### src/rtl/parity_pkg.sv
// Shared types and constants for the parity-framed serial receiver and transmitter.
package parity_pkg;

    localparam int   DATA_W_DEF = 7;
    localparam logic START_BIT  = 1'b0;
    localparam logic STOP_BIT   = 1'b1;

    typedef enum logic [2:0] {
        ST_IDLE,
        ST_DATA,
        ST_PARITY,
        ST_STOP,
        ST_HOLD
    } state_e;

endpackage

### src/rtl/parity_xor.sv
// XOR-reduce of a data word (even-parity generator/checker).
// Latency: combinational.
// Backpressure: none.
module parity_xor
    import parity_pkg::*;
#(
    parameter int DATA_W = DATA_W_DEF
) (
    input  logic [DATA_W-1:0] din,
    output logic              par
);

    assign par = ^din;

endmodule

### src/rtl/parity_frame_rx.sv
// Serial frame receiver: start, DATA_W data bits LSB first, even parity, stop.
// Latency: out_valid rises 1 cycle after the stop beat is accepted.
// Backpressure: rx_ready drops while a completed frame waits for out_ready.
module parity_frame_rx
    import parity_pkg::*;
#(
    parameter int DATA_W = DATA_W_DEF
) (
    input  logic              clk,
    input  logic              rst_n,
    input  logic              rx_bit,
    input  logic              rx_valid,
    output logic              rx_ready,
    output logic [DATA_W-1:0] data_out,
    output logic              parity_err,
    output logic              frame_err,
    output logic              out_valid,
    input  logic              out_ready
);

    localparam int              CNT_W    = (DATA_W > 1) ? $clog2(DATA_W) : 1;
    localparam logic [CNT_W-1:0] LAST_BIT = CNT_W'(DATA_W - 1);

    state_e             state_q, state_d;
    logic [CNT_W-1:0]   cnt_q, cnt_d;
    logic [DATA_W-1:0]  shift_q, shift_d;
    logic [DATA_W-1:0]  data_q, data_d;
    logic               par_q, par_d;
    logic               perr_q, perr_d;
    logic               ferr_q, ferr_d;
    logic               data_xor;
    logic               accept;

    parity_xor #(.DATA_W(DATA_W)) u_parity_xor (
        .din (shift_q),
        .par (data_xor)
    );

    assign accept = rx_valid & rx_ready;

    always_ff @(posedge clk or negedge rst_n) begin
        if (!rst_n) begin
            state_q <= ST_IDLE;
            cnt_q   <= '0;
            shift_q <= '0;
            data_q  <= '0;
            par_q   <= 1'b0;
            perr_q  <= 1'b0;
            ferr_q  <= 1'b0;
        end else begin
            state_q <= state_d;
            cnt_q   <= cnt_d;
            shift_q <= shift_d;
            data_q  <= data_d;
            par_q   <= par_d;
            perr_q  <= perr_d;
            ferr_q  <= ferr_d;
        end
    end

    always_comb begin
        state_d = state_q;
        cnt_d   = cnt_q;
        shift_d = shift_q;
        data_d  = data_q;
        par_d   = par_q;
        perr_d  = perr_q;
        ferr_d  = ferr_q;
        unique case (state_q)
            ST_IDLE: begin
                if (accept && rx_bit == START_BIT) begin
                    state_d = ST_DATA;
                    cnt_d   = '0;
                    shift_d = '0;
                end
            end
            ST_DATA: begin
                if (accept) begin
                    shift_d[cnt_q] = rx_bit;
                    cnt_d          = cnt_q + 1'b1;
                    if (cnt_q == LAST_BIT) begin
                        state_d = ST_PARITY;
                    end
                end
            end
            ST_PARITY: begin
                if (accept) begin
                    par_d   = rx_bit;
                    state_d = ST_STOP;
                end
            end
            ST_STOP: begin
                // Visible outputs are only ever updated here, so they stay stable through HOLD.
                if (accept) begin
                    data_d  = shift_q;
                    perr_d  = data_xor ^ par_q;
                    ferr_d  = (rx_bit != STOP_BIT);
                    state_d = ST_HOLD;
                end
            end
            ST_HOLD: begin
                if (out_ready) begin
                    state_d = ST_IDLE;
                end
            end
            default: state_d = ST_IDLE;
        endcase
    end

    always_comb begin
        rx_ready  = (state_q != ST_HOLD);
        out_valid = (state_q == ST_HOLD);
    end

    assign data_out   = data_q;
    assign parity_err = perr_q;
    assign frame_err  = ferr_q;

endmodule

### config.mk
export PLATFORM = sky130hd
export DESIGN_NAME = parity_frame_rx
export DESIGN_NICKNAME = d
export VERILOG_FILES = /design/src/rtl/parity_pkg.sv /design/src/rtl/parity_xor.sv /design/src/rtl/parity_frame_rx.sv
export SDC_FILE = /design/constraint.sdc
export NUM_CORES = 1
export LEC_CHECK = 0
export CAP_MARGIN = 30
export CELL_PAD_IN_SITES_DETAIL_PLACEMENT = 0
export CELL_PAD_IN_SITES_GLOBAL_PLACEMENT = 1
export CORE_MARGIN = 4
export CORE_UTILIZATION = 42
export CTS_CLUSTER_SIZE = 25
export DETAILED_ROUTE_END_ITERATION = 7
export GPL_TIMING_DRIVEN = 0
export PLACE_DENSITY_LB_ADDON = 0.1
export SLEW_MARGIN = 25
export SYNTH_ARGS = -nofsm -noshare
export SYNTH_HDL_FRONTEND = slang
export SYNTH_HIERARCHICAL = 1
export SYNTH_SLANG_ARGS = --single-unit
export TNS_END_PERCENT = 100
### constraint.sdc
create_clock -name clk -period 2.3 [get_ports clk]
set_input_delay 0.46 -clock clk [delete_from_list [all_inputs] [get_ports clk]]
set_output_delay 0.46 -clock clk [all_outputs]
set_load 0.03 [all_outputs]
==> run summary, run 1 <==
Using the TritonRoute via totals, the vias-per-cell ratio works out to 5.38. For the number of setup buffers added after CTS, the log shows 0. For this run, the share of the core covered by cells in the final layout is 52.3%. The count of hold-fix buffers inserted at cts is 0, and the effective utilization at floorplan is 44.6%. The number of max-capacitance violations reported came out at 0.

The worst register-to-register path ends at shift_q[2]$_DFFE_PN0P_. The yosys synthesis warning count was 6. The largest individual stage delay along the critical path comes from the cell clkdlybuf4s50_1. The logs give 1 for the depth of the CTS H-tree and 2 for the buffer levels on the longest clock path.

The total area inside the core boundary comes to 2810 µm². On the worst path, the slowest cell contributes a delay of 0.68 ns. The beginning of the worst hold path was rx_valid. For the pin with the worst max-slew slack, the measured transition is 0.690 ns.

The first global-routing pass estimated 4320 µm of wire. In this run, placement finished with an instance count of 171. Of all flip-flops after synthesis, the portion carrying an async set or reset was 100%. The floorplan has 19 rows. For the peak supply drop, the log shows 493 µV. Maximum clock skew at final layout: 0.00624 ns. The final critical-path share of the clock period was 93.2%; the number of input and output port buffers inserted was 14. The clock network is responsible for 9.5% of the overall power.

Once detailed placement completed, the half-perimeter wirelength came to 1890 µm. The run gives 0.773 as the final estimated routing congestion in global placement. The area growth from synthesis to layout is 17.4%. Across all setup checks in the final design, the least slack found is 0.156 ns. The portion of the post-synthesis area used by sequential elements was 46.0%. The run gives 0 as the final max-slew violation count.

The I/O pin count was 16. The tools report the DRC violation count after routing as 0. Counting instances, the worst hold path has a depth of 3. The run gives 910 as the number of global-route vias before repair. The total power divided by cell area came out at 1370 nW/µm². Among all flip-flop cells after synthesis, the most frequent one is dfrtp_1.

The final hold violation count is 0, and the post-synthesis average cell area is 10.0 µm². For the number of standard cells after synthesis, the log shows 125. At the worst endpoint, the required time is 1.84 ns.

For the internal power summed over all cells, the log shows 1.18 mW. After layout, the minimum clock period comes to 2.14 ns. The clock latency on the worst-skew pair was 0.32 ns; the depth of the most critical reg-to-reg path was 5. The post-route netlist has 11.3% of its cells at a drive strength greater than 1. STA classifies the critical path startpoint as a flip-flop. Clock-pin slew was measured on the worst setup and hold paths at 0.12 ns.

The run gives 1.68 ns as the arrival time at the worst endpoint. TritonCTS built the clock tree. The floorplan step defined a die boundary enclosing 3910 µm². The synthesized netlist contains 36 unique library cells. Setup repair after global routing left no endpoint under its margin. Ranked by instance count, the synthesized netlist is headed by dfrtp_1, nand2_1, o21ai_0. The number of gates resized after CTS came out at 0. The number of nets produced by synthesis is 132, and the vertical die dimension is 62.6 µm. In this run the power spent charging and discharging nets is 0.825 mW.

The synthesized design spends more area on one cell type than any other, namely dfrtp_1. The net count of the finished layout is 150. After detailed routing, the total wire length is 2500 µm.

The final number of setup-violating endpoints is 0, and the violation count after the first detailed-route iteration is 33. The class of the tightest hold or removal check was in2reg. Across all register-to-register paths, the minimum setup slack is 0.57 ns. The die is 62.6 µm wide. STA classifies the critical path endpoint as an output port. The synthesized design contains 0 enable-type register cells. Excluding fillers, the count of instances in the completed layout stands at 173. The total leakage power was 0.652 nW. The startpoint identified for the worst register-to-register timing path is state_q[2]$_DFFE_PN0P_. Of all nets on the critical path, the largest fanout is 13.

In the post-synthesis netlist, the cell with the most instances is dfrtp_1. Summed over all layers, the global routing overflow is 0. The cell area that synthesis handed to floorplanning was 1250 µm².

After routing, the total negative slack on setup checks comes to 0 ns. The classification of the worst setup path was reg2out. In this run, flip-flops and latches consume 36.0% of the power. Global routing consumed, over all layers together, 13.8% of the routing resources. The fmax came out at 466 MHz. The switching share of power came out at 41.1%. The synthesized design devotes to its leading area cell type 46.0% of total area. The flow ran to the end, and the final reports show no timing, DRC or antenna violations. The root buffer cell chosen for the clock tree is clkbuf_4. The tools report the initial antenna violation count as 0.

In the post-synthesis netlist, the biggest area contributors are dfrtp_1, o21ai_0, nand2_1. Before CTS, the worst setup slack after placement is 0.210 ns. The path with the worst hold slack has its endpoint at state_q[0]$_DFFE_PN0P_. The average routed wire per standard cell works out to 14.4 µm. Entering global routing, the biggest net connects 14 pins. The routed via count was 930. The repair_antennas step left the layout with diodes totalling 0. After synthesis the netlist holds a flip-flop and latch count of 23.

Per report_power, the combinational group accounts for 54.5% of the total. The logs give 3 for the number of buffers created by CTS and 53.9% for the worst-case headroom to the max-slew limit. The tools report the TritonCTS sink count as 23. The first detailed-routing pass ran for 4 iterations. The count of nets left with antenna violations once routing finished came out at 0. Walking the worst path, the cells encountered are nor2_1, nand2_1, clkdlybuf4s50_1.
final cells by class:
class | count | area, µm²
Fill cell | 276 | 1340
Inverter | 8 | 30.0
Buffer | 8 | 48.8
Sequential cell | 23 | 578
Multi-Input combinational cell | 84 | 588
Clock buffer | 4 | 26.3
Tap cell | 31 | 38.8
Timing Repair Buffer | 15 | 158
metrics by stage:
stage / instance area, µm² / power, mW / hold WS, ns
finish: 1470 / 2.01 / 0.476
CTS: 1460 / 2.03 / 0.481
global route: 1470 / 2.16 / 0.503
detailed placement: 1440 / 1.85 / 0.469
floorplan: 1250 / 1.53 / 0.164
global placement: 1430 / 1.82 / 0.460
critical path, delay by kind of cell, from the launching register on:
family | cells | cell delay, ns
and+or+nand+nor | 2 | 0.17
buffers and inverters | 1 | 0.68
DFF | 1 | 0.51
layout by cell type (no fill, tap or decap), types with 2 or more instances in the layout:
| master | count |
|---|---|
| xnor2_1 | 3 |
| nand2_1 | 15 |
| clkbuf_4 | 3 |
| inv_1 | 8 |
| or3b_2 | 2 |
| buf_6 | 2 |
| nand2b_1 | 2 |
| clkdlybuf4s50_1 | 13 |
| nor2b_1 | 2 |
| and4b_1 | 2 |
| o2bb2ai_1 | 2 |
| nor3_1 | 2 |
| a211o_1 | 2 |
| dfrtp_2 | 2 |
| dfrtp_1 | 21 |
| a211oi_1 | 5 |
| a21oi_1 | 3 |
| clkbuf_1 | 6 |
| o21ai_0 | 14 |
| nand3b_1 | 5 |
| nor2_1 | 3 |
| mux2_2 | 3 |
| xnor3_1 | 2 |
| ha_1 | 2 |
| nand4b_1 | 2 |
cell families after synthesis:
| kind of cell | after synthesis | synth area share [%] |
|---|---|---|
| muxes | 3 | 2.70 |
| adders and majority gates | 2 | 2.00 |
| and+or+nand+nor | 44 | 21.4 |
| DFF | 23 | 46.0 |
| buffers and inverters | 18 | 6.91 |
| AOI/OAI and AO/OA | 30 | 15.2 |
| xor gates and xnor gates | 5 | 5.71 |
flip-flops by register name, indices dropped and copies added (netlist names):
name and cells:
shift_q 7, par_q 1, parity_err 1, data_out 7
frame_err 1, cnt_q 3, state_q 3
routing by layer:
| metal | up-vias | global-route usage, % | routed length [µm] |
|---|---|---|---|
| li1 | 473 | - | - |
| met5 | - | 0 | 0 |
| met3 | 5 | 2.88 | 96 |
| met1 | 437 | 18.5 | 1220 |
| met4 | 0 | 5.23 | 38 |
| met2 | 15 | 22.0 | 1140 |
power groups by stage:
| stage | Clock (mW) | Combinational [mW] | Sequential [mW] |
|---|---|---|---|
| floorplan | 0 | 0.744 | 0.785 |
| finish | 0.192 | 1.10 | 0.723 |
| detailed placement | 0 | 1.16 | 0.691 |
| global placement | 0 | 1.14 | 0.684 |
| CTS | 0.196 | 1.11 | 0.720 |
| global route | 0.212 | 1.20 | 0.756 |
how the worst max path moves through the flow:
stage	cells past startpoint	slack [ns]	from	to
floorplan	5	0.60	rx_valid	shift_q[2]$_DFFE_PN0P_
global placement	4	0.26	state_q[0]$_DFFE_PN0P_	rx_ready
detailed placement	4	0.21	state_q[0]$_DFFE_PN0P_	rx_ready
CTS	4	0.02	state_q[0]$_DFFE_PN0P_	out_valid
global route	3	0.07	state_q[0]$_DFFE_PN0P_	rx_ready
finish	3	0.16	state_q[0]$_DFFE_PN0P_	rx_ready
Power figures use the tool's default switching activity.
==> run 2, diff against run 1 <==
--- a/constraint.sdc
+++ b/constraint.sdc
@@ -3,2 +3,2 @@
 set_output_delay 0.46 -clock clk [all_outputs]
-set_load 0.03 [all_outputs]
+set_load 0.01 [all_outputs]
==> run 2 against run 1 <==
Net effect: critical path type unchanged; clock skew barely moved; die area unchanged; flip-flop and latch count did not move.
==> run summary, run 2 (synthesized netlist as in run 1, its figures left out) <==
The flow ran to the end, and the final reports show no timing, DRC or antenna violations. The class of the tightest hold or removal check is in2reg. Slew at the pin closest to its max-slew limit: 0.690 ns. The area of the die is 3910 µm². In the layout the commonest cells are dfrtp_1, nand2_1, o21ai_0, clkdlybuf4s50_1, inv_1. The core region is 2810 µm². For this design the ratio of total power to cell area is 1310 nW/µm².

The tree is rooted in a clkbuf_4. Counting both buffers and inverters, the worst setup path holds a total of 2. The I/O pin count is 16, and the final estimated routing congestion in global placement is 0.773. In this run the static leakage power is 0.636 nW. For the worst setup path, the data required time is 1.84 ns. Grouping stages by cell kind, the critical path spends the most delay in buffers and inverters.

In the finished design, the share of the clock period the worst path needs comes to 92.7%. Measured against its own limit, the worst slew margin works out to 53.9%. The tools report the overall power consumption as 1.91 mW.

The number of gates resized after CTS was 0. The pre-antenna-repair detailed-routing pass consisted of 4 iterations. For the number of global-route vias before repair, the log shows 918.

Total wirelength of the detailed-routed design: 2510 µm. Setup repair after global routing left no endpoint under its margin. Summed over all nets, the half-perimeter wirelength after detailed placement is 1890 µm. Leaving out fill and tap cells, the most frequent cell in the layout is dfrtp_1. Across all layers, the routed design uses 934 vias. Across all setup checks in the final design, the least slack found is 0.167 ns.

The endpoint kind of the worst setup timing path is an output port. The clock drives 23 sinks. Entering global routing, the biggest net connects 14 pins. TritonCTS built the clock tree. The buffer levels on the longest clock path was 2; the DRC violation count after routing was 0.

Once detail routing completed, the nets flagged for antenna violations numbered 0. After detailed routing, the number of vias per cell comes to 5.40. For the peak supply drop, the log shows 491 µV.

On the critical path, the stage with the largest delay is an instance of dfrtp_1. The area growth from synthesis to layout is 17.0%, and the depth of the CTS H-tree is 1. The total overflow reported by the global router was 0; the initial antenna violation count was 0.

Once the floorplan was initialized, standard cells occupied 44.6% of the core. The violation count after the first detailed-route iteration is 33. Clock latency on the worst-skew pair, taken at its later pin, is 0.32 ns.

The final hold violation count is 0. The floorplan has 19 rows. Kind of start point of the critical path: a flip-flop.

Across the routed clock network, the largest skew measured is 0.00659 ns. Derived from the worst setup path, the maximum achievable clock frequency is 469 MHz. The critical path in this run is classified as reg2out. The tools report the overall global routing resource usage as 13.9%. The minimum clock period after layout is 2.13 ns. 0 antenna diodes ended up in the layout.

Input and output buffers added on the ports amount to 14. The final net count is 150. The critical path goes through nor2_1, nand2_1, inv_1, clkdlybuf4s50_1.

The first global-routing pass estimated 4320 µm of wire. The final max-slew violation count was 0. Arrival time at the worst endpoint: 1.67 ns. Of all nets on the critical path, the largest fanout is 13.

The average routed wire per standard cell was 14.5 µm. Before CTS, the worst setup slack after placement is 0.264 ns. Once the clock tree was built, the setup fixing pass inserted 0 buffers. The number of max-capacitance violations reported was 0. The floorplan step set the die height to 62.6 µm. From left edge to right edge, the die measures 62.6 µm. The delay of the slowest cell on the worst path was 0.54 ns; the smallest hold slack was 0.480 ns.

In the final layout, the share of cells above drive strength 1 is 9.86%. The number of buffers created by CTS was 3; the summed negative setup slack over all endpoints was 0 ns. Setup violations remaining at the end of the flow were counted as 0.

Once layout is complete, the utilization of the core stands at 52.1%. Clock-pin slew was measured on the worst setup and hold paths at 0.12 ns.
-- run 2: what timing repair did --
| item | 4_1_cts | 5_1_grt |
|---|---|---|
| hold buffers | 0 | 0 |
| cloned | 0 | 0 |
| endpoints found under the setup margin | 1 | 2 |
-- run 2: final timing paths --
| check | start | end | slack [ns] | cells after the start |
|---|---|---|---|---|
| worst max-delay path | state_q[0]$_DFFE_PN0P_ | out_valid | 0.17 | 4 |
| worst min-delay path | rx_valid | state_q[0]$_DFFE_PN0P_ | 0.48 | 3 |
| worst max register to register | state_q[1]$_DFFE_PN0P_ | shift_q[2]$_DFFE_PN0P_ | 0.55 | 4 |
| worst min register to register | frame_err$_DFFE_PN0P_ | frame_err$_DFFE_PN0P_ | 0.49 | 2 |
| max in group asynchronous | rst_n | par_q$_DFFE_PN0P_ | 1.32 | 2 |
| min in group asynchronous | rst_n | data_out[1]$_DFFE_PN0P_ | 0.49 | 1 |
-- run 2: area by class of cell --
class                           instances  area, µm²
Sequential cell                        23        576
Tap cell                               31       38.8
Buffer                                  8       48.8
Clock buffer                            4       26.3
Multi-Input combinational cell         84        588
Inverter                                8       30.0
Fill cell                             277       1340
Timing Repair Buffer                   15        155
-- run 2: per-stage QoR --
step	cell area, µm²	cells
2_1_floorplan	1250	125
3_3_place_gp	1430	170
3_5_place_dp	1440	171
4_1_cts	1470	174
5_1_grt	1460	173
6_report	1460	173
-- run 2: routing by layer --
layer | track usage, % | vias up | routed length [µm]
met4 | 5.23 | 0 | 38
li1 | - | 472 | -
met2 | 22.1 | 19 | 1150
met5 | 0 | - | 0
met3 | 2.88 | 5 | 109
met1 | 18.5 | 438 | 1200
-- run 2: tightest hold or removal path: stages --
cell     delay, ns
buf_4         0.14
a21oi_1       0.12
nor3_1        0.06
-- run 2: report_power, final --
group          switching [mW]  internal [mW]  total [mW]
combinational           0.455          0.546        1.00
clock                   0.124         0.0679       0.192
sequential              0.150          0.567       0.717
